[src/rtl/stream_demux4_pkg.sv]
// Shared constants, entry layout and the one-hot helper for the 4-way stream demux.
package stream_demux4_pkg;

  localparam int NPORTS       = 4;
  localparam int SEL_W        = 2;
  localparam int DEFAULT_XLEN = 32;

  // Reference layout at the default payload width; the top rebuilds it at its own XLEN.
  typedef struct packed {
    logic [SEL_W-1:0]        sel;
    logic [DEFAULT_XLEN-1:0] data;
  } demux_entry_t;

  function automatic logic [NPORTS-1:0] sel_onehot(input logic [SEL_W-1:0] sel);
    logic [NPORTS-1:0] v;
    v      = '0;
    v[sel] = 1'b1;
    return v;
  endfunction

endpackage

[src/rtl/skid_fifo2.sv]
// Two-entry in-order FIFO with registered occupancy; flush wins over push and pop.
module skid_fifo2 #(
  parameter int W = 8
) (
  input  logic         clk,
  input  logic         rst_n,
  input  logic         flush,
  input  logic         push,
  input  logic [W-1:0] wdata,
  input  logic         pop,
  output logic [W-1:0] rdata,
  output logic [1:0]   level
);

  logic [W-1:0] r_mem [2];
  logic         r_wptr;
  logic         r_rptr;
  logic [1:0]   r_level;
  logic         w_push;
  logic         w_pop;

  assign w_push = push && (r_level != 2'd2) && !flush;
  assign w_pop  = pop  && (r_level != 2'd0) && !flush;

  // Storage is never visible while empty, so it carries no reset.
  always_ff @(posedge clk) begin
    if (w_push) begin
      r_mem[r_wptr] <= wdata;
    end
  end

  always_ff @(posedge clk or negedge rst_n) begin
    if (!rst_n) begin
      r_wptr  <= 1'b0;
      r_rptr  <= 1'b0;
      r_level <= 2'd0;
    end else if (flush) begin
      r_wptr  <= 1'b0;
      r_rptr  <= 1'b0;
      r_level <= 2'd0;
    end else begin
      if (w_push) begin
        r_wptr <= ~r_wptr;
      end
      if (w_pop) begin
        r_rptr <= ~r_rptr;
      end
      case ({w_push, w_pop})
        2'b10:   r_level <= r_level + 2'd1;
        2'b01:   r_level <= r_level - 2'd1;
        default: r_level <= r_level;
      endcase
    end
  end

  assign rdata = r_mem[r_rptr];
  assign level = r_level;

endmodule

[src/rtl/stream_demux4.sv]
// One input stream routed to one of four outputs by a per-entry select, buffered two deep.
module stream_demux4
  import stream_demux4_pkg::*;
#(
  parameter int XLEN = 32
) (
  input  logic              clk,
  input  logic              rst_n,
  input  logic              flush,
  input  logic              s_valid,
  output logic              s_ready,
  input  logic [SEL_W-1:0]  s_sel,
  input  logic [XLEN-1:0]   s_data,
  output logic [NPORTS-1:0] m_valid,
  input  logic [NPORTS-1:0] m_ready,
  output logic [XLEN-1:0]   m_data,
  output logic [1:0]        level
);

  typedef struct packed {
    logic [SEL_W-1:0] sel;
    logic [XLEN-1:0]  data;
  } entry_t;

  entry_t     w_wr;
  entry_t     w_head;
  logic [1:0] w_level;
  logic       w_have;
  logic       w_push;
  logic       w_pop;

  assign w_wr.sel  = s_sel;
  assign w_wr.data = s_data;

  // s_ready depends only on registered level, so m_ready never reaches it combinationally.
  assign s_ready = rst_n && (w_level != 2'd2) && !flush;
  assign w_push  = s_valid && s_ready;
  assign w_have  = (w_level != 2'd0);
  assign w_pop   = w_have && m_ready[w_head.sel];

  skid_fifo2 #(
    .W($bits(entry_t))
  ) u_fifo (
    .clk   (clk),
    .rst_n (rst_n),
    .flush (flush),
    .push  (w_push),
    .wdata (w_wr),
    .pop   (w_pop),
    .rdata (w_head),
    .level (w_level)
  );

  assign m_valid = w_have ? sel_onehot(w_head.sel) : '0;
  assign m_data  = w_have ? w_head.data : '0;
  assign level   = w_level;

endmodule

[config.mk]
export PLATFORM = sky130hd
export DESIGN_NAME = stream_demux4
export DESIGN_NICKNAME = d
export VERILOG_FILES = /design/src/rtl/stream_demux4_pkg.sv /design/src/rtl/skid_fifo2.sv /design/src/rtl/stream_demux4.sv
export SDC_FILE = /design/constraint.sdc
export NUM_CORES = 1
export LEC_CHECK = 0
export BUFFER_PORTS_ARGS = -buffer_cell sky130_fd_sc_hd__buf_2
export CAP_MARGIN = 25
export CORE_MARGIN = 2
export CORE_UTILIZATION = 40
export CTS_CLUSTER_SIZE = 20
export DETAILED_ROUTE_END_ITERATION = 8
export GPL_TIMING_DRIVEN = 1
export PLACE_DENSITY_LB_ADDON = 0.08
export SLEW_MARGIN = 20
export SYNTH_ARGS = -nofsm -noshare
export SYNTH_HDL_FRONTEND = slang
export SYNTH_SLANG_ARGS = --single-unit
[constraint.sdc]
create_clock -name clk -period 3.5 [get_ports clk]
set_input_delay 0.7 -clock clk [delete_from_list [all_inputs] [get_ports clk]]
set_output_delay 0.7 -clock clk [all_outputs]
set_load 0.1 [all_outputs]
==> key figures, run 1 <==
Detailed routing
  – Vias per inst: 4.584
  – Pre-antenna DRT Iters: 4
  – # DRC: 0
  – WL/cell: 14.35 um
  – Vias: 1,655
  – DRT iter0 DRCs: 63
  – DRT Wirelength: 5.179 mm
  – Post-route ant nets: 0

Power and ir drop
  – Leak: 1.373 nW
  – Max VDD drop: 0.2724 mV
  – PwrDens: 540.1 nW/um2

Logic synthesis
  – Mapped Cells: 172
  – Synthesized cell area: 2826 um2
  – Syn nets: 214
  – Mean Syn Cell Area: 16.43 um2
  – Yosys reg bits: 72
  – Synth unique cells: 24
  – Synth warn: 0
  – Post-synthesis sequential area ratio: 75.79%

Clocking
  – Clk buf depth: 2
  – Clock sinks: 72
  – Cts hold-fix bufs: 0
  – Clock latency on the worst-skew pair: 0.33 ns
  – Root Buffer: clkbuf_8
  – TritonCTS Buffers: 9
  – CTS tree: done
  – Reg clk slew, reported paths: 0.08 ns
  – H-tree levels: 3
  – # resized after CTS: 0
  – Setup Buffers After CTS: 0

Run
  – Max-cap viol count: 0

STA
  – Final hold viol count: 0
  – RSZ-0062 raised after global routing: no
  – Min Tclk post-route: 2.918 ns
  – Final setup vio count: 0
  – Worst slew pin tran: 0.8703 ns
  – Fmax achieved: 0.3427 GHz
  – Max_slew headroom: 41.98%
  – Final period util: 83.38%
  – Skew final: 0.006833 ns
  – Max-slew violations: 0

Die
  – Die area: 7755 um2
  – Initial Util: 41.37%
  – Die Width: 88.06 um
  – Rows: 30
  – Ports: 81
  – Die span in y: 88.06 um
  – Core area: 6832 um2

Placement
  – Placed cell count: 345
  – Number of port buffers: 80
  – DP HPWL: 3.305 mm
  – GP Congestion: 0.7107

Setup path
  – Critical path class: flop to primary output
  – CP delay by family, top: flip-flops
  – Crit path depth: 4
  – WP data required: 2.80 ns
  – CP arrival: 2.22 ns
  – R2R cell count: 4
  – Crit path buf inv count: 1
  – Slowest stage cell, crit path: dfrtp_2
  – Critical-path cell list: mux2i_1, o21ai_0, nor2_1, buf_2
  – Startpoint Class: flop
  – Element type at the critical path end: primary output
  – Largest fanout on the critical path: 21
  – Largest stage delay, worst path: 0.78 ns

Cells and area
  – Fin cells: 361
  – Layout cells sized above 1: 40.75%
  – Ant. Diodes: 0
  – # fillers: 618
  – Fin nets: 302
  – Synth-to-Final Area Change: 27.05%
  – Utilization after layout: 52.56%

GRT
  – Initial antenna violation count: 0
  – Total global-route track usage: 13.90%
  – Largest net degree at the start of global routing: 35
  – First-pass GRT wire length: 7.831 mm
  – Vias in the first global route: 1,606
  – Grt ovf: 0

Hold path
  – Worst Hold Class: primary input to async pin

Outcome
  – Status: completed
-- registers in the layout (all words and copies together), names as in the netlist --
signal and flops:
u_fifo.r_rptr 1, u_fifo.r_mem 68, u_fifo.level 2, u_fifo.r_wptr 1
-- Yosys cell counts --
library cell	number	share of area (%)
o2111ai_1	1	0.31
nand4bb_1	1	0.40
and3_1	1	0.22
buf_4	1	0.27
nand3b_1	1	0.27
buf_1	3	0.40
edfxtp_1	68	72
nor2_1	37	4.9
nor3b_1	1	0.27
dfrtp_1	4	3.5
mux2_1	1	0.40
o31ai_1	1	0.27
mux2i_2	1	0.49
o21ai_1	1	0.18
mux2i_1	35	12
o21ai_0	2	0.35
mux4_2	1	0.80
nor2b_1	3	0.66
a31oi_1	1	0.22
nor3_1	2	0.35
clkbuf_1	3	0.40
inv_1	1	0.13
mux2_2	1	0.40
nand2_1	1	0.13
-- where the power goes --
group	internal (mW)	leakage (nW)	total [mW]	switching, mW
Combinational	0.0607	0.601	0.260	0.199
Sequential	0.963	0.670	0.977	0.0137
Clock	0.401	0.101	0.703	0.302
-- cells in the final DEF (no fill, tap or decap), types with 2 or more instances in the layout --
cell type and count:
nor3_1 2, buf_2 80, nor2b_1 3, mux2i_1 35, bufinv_16 2, dfrtp_1 3, clkbuf_8 9, edfxtp_1 68
clkinvlp_4 3, buf_4 4, nor2_1 35, o21ai_0 2
-- routing by layer --
metal | vias up | routed length (um) | global-route usage (%)
li1 | 820 | - | -
met1 | 780 | 2226 | 16.92
met2 | 49 | 2598 | 22.38
met3 | 6 | 301 | 4.430
met5 | - | 0 | 0
met4 | 0 | 53 | 7.025
-- layout make-up --
cell class	instances	area, um2	share of cell area, %
flip-flops and latches	72	2143	59.69
repair buffers	84	430.4	11.99
well taps	96	120.1	3.345
clock inverters	7	96.34	2.683
inverters	1	3.754	0.1045
clock buffers	9	123.9	3.449
multi-input cells	92	673.1	18.75
-- path summary, 6_finish.rpt --
check                                   start                   to  slack [ns]
worst max-delay path            u_fifo.r_rptr           m_valid[0]        0.58
min in group clk                   s_data[25]  u_fifo.r_mem[0][25]        0.55
worst min-delay path                    rst_n      u_fifo.level[0]        0.17
worst max register to register  u_fifo.r_rptr        u_fifo.r_rptr        1.20
max in group asynchronous               rst_n        u_fifo.r_rptr        3.17
worst min register to register  u_fifo.r_wptr        u_fifo.r_wptr        0.58
-- through the flow --
stage               hold WS, ns  power [mW]  area (um2)  setup TNS (ns)  worst slack (ns)
floorplan                0.4044       1.194        2839          -1.177           -0.5885
global placement         0.5277       1.258        3371               0            0.9165
detailed placement       0.5312       1.259        3371               0            0.8860
CTS                      0.1603       1.965        3591               0            0.5168
global route             0.1564       2.017        3591               0            0.3464
finish                   0.1728       1.939        3591               0            0.5817
-- cells by family (layout without fill, tap and decap cells) --
kind of cell	count (synthesis)	in the layout	synth area share, %
and+or+nand+nor	47	47	7.216
DFF	72	72	75.79
AOI/OAI and AO/OA	6	6	1.328
buffers and inverters	8	101	1.195
muxes	39	39	14.48
Note: power is estimated with default switching activity, not from simulation.
==> run 2, diff against run 1 <==
--- a/config.mk
+++ b/config.mk
@@ -5,6 +5,7 @@
 export SDC_FILE = /design/constraint.sdc
 export NUM_CORES = 1
 export LEC_CHECK = 0
+export ABC_AREA = 1
 export BUFFER_PORTS_ARGS = -buffer_cell sky130_fd_sc_hd__buf_2
 export CAP_MARGIN = 25
 export CORE_MARGIN = 2
==> constraint.sdc (replaced) <==
create_clock -name clk -period 3 [get_ports clk]
set_input_delay 0.6 -clock clk [delete_from_list [all_inputs] [get_ports clk]]
set_output_delay 0.6 -clock clk [all_outputs]
set_load 0.1 [all_outputs]
==> key figures, run 2 <==
Cells and area
  – Largest reg by FF count: u_fifo.r_mem
  – Commonest non-fill, non-tap cell in the layout: nand2_1
  – # fillers: 629
  – Ant. Diodes: 0
  – Fin nets: 367
  – Max FFs per register: 68
  – Layout cells sized above 1: 36.97%
  – Utilization after layout: 53.99%
  – Commonest non-fill, non-tap cells in the layout: nand2_1 (81), buf_2 (78), edfxtp_1 (68)
  – Synth-to-Final Area Change: 29.26%

Clocking
  – Clock latency on the worst-skew pair: 0.33 ns
  – # resized after CTS: 0
  – H-tree levels: 3
  – Setup Buffers After CTS: 0
  – Clock sinks: 72
  – CTS tree: done
  – Reg clk slew, reported paths: 0.07 ns
  – Cts hold-fix bufs: 0
  – TritonCTS Buffers: 9
  – Root Buffer: clkbuf_8
  – Clk buf depth: 2

STA
  – Hold slack: 0.07580 ns
  – RSZ-0062 raised after global routing: no
  – Worst slew pin tran: 0.5055 ns
  – Final period util: 90.21%
  – Min Tclk post-route: 2.706 ns
  – Max_slew headroom: 66.53%
  – Skew final: 0.004060 ns
  – Max-slew violations: 0
  – Fmax achieved: 0.3695 GHz
  – Setup_tns: 0 ns
  – Final hold viol count: 0
  – Final setup vio count: 0

Setup path
  – Largest stage delay, worst path: 0.58 ns
  – CP delay by family, top: buffers and inverters
  – Critical path class: flop to primary output
  – WP data required: 2.40 ns
  – Element type at the critical path end: primary output
  – Crit path buf inv count: 3
  – Slowest stage cell, crit path: dfrtp_1
  – Largest fanout on the critical path: 17
  – CP dominant cell by count: buf_4
  – Startpoint Class: flop
  – CP arrival: 2.11 ns
  – Critical-path cell list: buf_4, buf_4, nand2_1, a21oi_1, buf_2

GRT
  – Largest net degree at the start of global routing: 25
  – Vias in the first global route: 1,785
  – First-pass GRT wire length: 8.652 mm
  – Initial antenna violation count: 0
  – Grt ovf: 0
  – Total global-route track usage: 15.11%

Die
  – Die area: 7866 um2
  – Rows: 30
  – Die Width: 88.69 um
  – Ports: 81
  – Initial Util: 41.77%
  – Core area: 6869 um2
  – Die span in y: 88.69 um

Logic synthesis
  – Post-Synth Adder-Cell Area: 0%
  – Compound-gate portion of the synthesized area: 7.152%
  – Syn nets: 279
  – Share of flip-flops with an asynchronous set or reset: 5.556%
  – Main synth FF type: edfxtp_1
  – Post-Synth XOR/XNOR Area: 0%
  – Yosys reg bits: 72
  – Mux cell area share after synthesis: 0%
  – Main combinational cell family by area after synthesis: simple AND/OR/NAND/NOR gates
  – Area share of the largest cell type after synthesis: 71.17%
  – Post-synth top area cell: edfxtp_1
  – Synth unique cells: 21
  – Synthesized cell area: 2869 um2
  – Mean Syn Cell Area: 12.11 um2
  – Synth Area in Simple Gates: 14.83%
  – Synth warn: 0
  – Most frequent cell after synthesis: nand2_1
  – Area contributors post-synth: edfxtp_1 (71%), nand2_1 (11%), a21oi_1 (5.8%), dfrtp_1 (3.5%), clkbuf_1 (1.2%)
  – Post-synthesis sequential area ratio: 74.66%
  – Mapped Cells: 237
  – Commonest cells in the netlist: nand2_1 (81), edfxtp_1 (68), a21oi_1 (33), clkbuf_1 (9), inv_1 (8)
  – EDFF count, synth: 68

Outcome
  – Status: completed

Placement
  – GP Congestion: 0.7470
  – DP HPWL: 3.725 mm
  – Number of port buffers: 80

Power and ir drop
  – PwrDens: 626.2 nW/um2
  – Leak: 1.550 nW
  – Max VDD drop: 0.4084 mV
  – Total chip power: 2.322 mW

Detailed routing
  – WL/cell: 13.27 um
  – Vias per inst: 4.648
  – Pre-antenna DRT Iters: 4
  – Vias: 1,980
  – Post-route ant nets: 0
  – # DRC: 0
  – DRT iter0 DRCs: 98
  – DRT Wirelength: 5.654 mm

Hold path
  – Worst Hold Class: primary input to async pin

Run
  – Max-cap viol count: 0
-- run 2: final timing paths --
kind / slack [ns] / depth (start not counted) / start / endpoint
max in group asynchronous: 2.80 / 1 / rst_n / u_fifo.level[0]
setup / recovery: 0.29 / 5 / u_fifo.r_rptr / m_data[29]
min in group clk: 0.46 / 1 / s_data[3] / u_fifo.r_mem[1][3]
setup reg to reg: 1.21 / 10 / u_fifo.r_rptr / u_fifo.level[0]
hold reg to reg: 0.64 / 2 / u_fifo.r_wptr / u_fifo.r_wptr
hold / removal: 0.08 / 1 / rst_n / u_fifo.r_rptr
-- run 2: cell families after synthesis --
kind of cell	Yosys count
and+or+nand+nor	103
AOI/OAI and AO/OA	39
buffers and inverters	23
DFF	72
-- run 2: area by class of cell --
type | instances | area, um2 | area share [%]
Clock inverter | 6 | 83.83 | 2.260
Clock buffer | 10 | 127.6 | 3.441
Multi-Input combinational cell | 142 | 675.6 | 18.22
Timing Repair Buffer | 87 | 508.0 | 13.70
Inverter | 13 | 51.30 | 1.383
Tap cell | 96 | 120.1 | 3.239
Sequential cell | 72 | 2142 | 57.76
-- run 2: layer usage --
layer / global-route usage [%] / routed length, um / part of all wire [%]
met1: 19.27 / 2495 / 44
met2: 23.95 / 2792 / 49
met3: 5.131 / 315 / 5.6
met4: 5.785 / 51 / 0.90
met5: 0 / 0 / 0
-- run 2: through the flow --
stage | std cells | setup slack [ns] | cell area, um2
after floorplan | 237 | -0.5485 | 2909
after global placement | 410 | 0.6539 | 3497
after detailed placement | 410 | 0.5912 | 3497
after CTS | 426 | 0.2221 | 3709
after global routing | 426 | 0.1171 | 3709
final | 426 | 0.2937 | 3709
-- run 2: worst register-to-register path, cell delays in order, from the launching register on --
cell and delay, ns:
dfrtp_1 0.52, buf_4 0.25, o21ai_2 0.29, inv_2 0.09, nand2_1 0.09, nand2_2 0.08
nand2_2 0.09, nand2_1 0.07, a21oi_2 0.13, nand2_1 0.06, nand2_1 0.05
-- run 2: power by group --
part,internal (mW),switching [mW],leakage (nW),total (mW)
clock network,0.464,0.338,0.0999,0.802
registers,1.12,0.0106,0.672,1.14
logic,0.0753,0.309,0.777,0.384
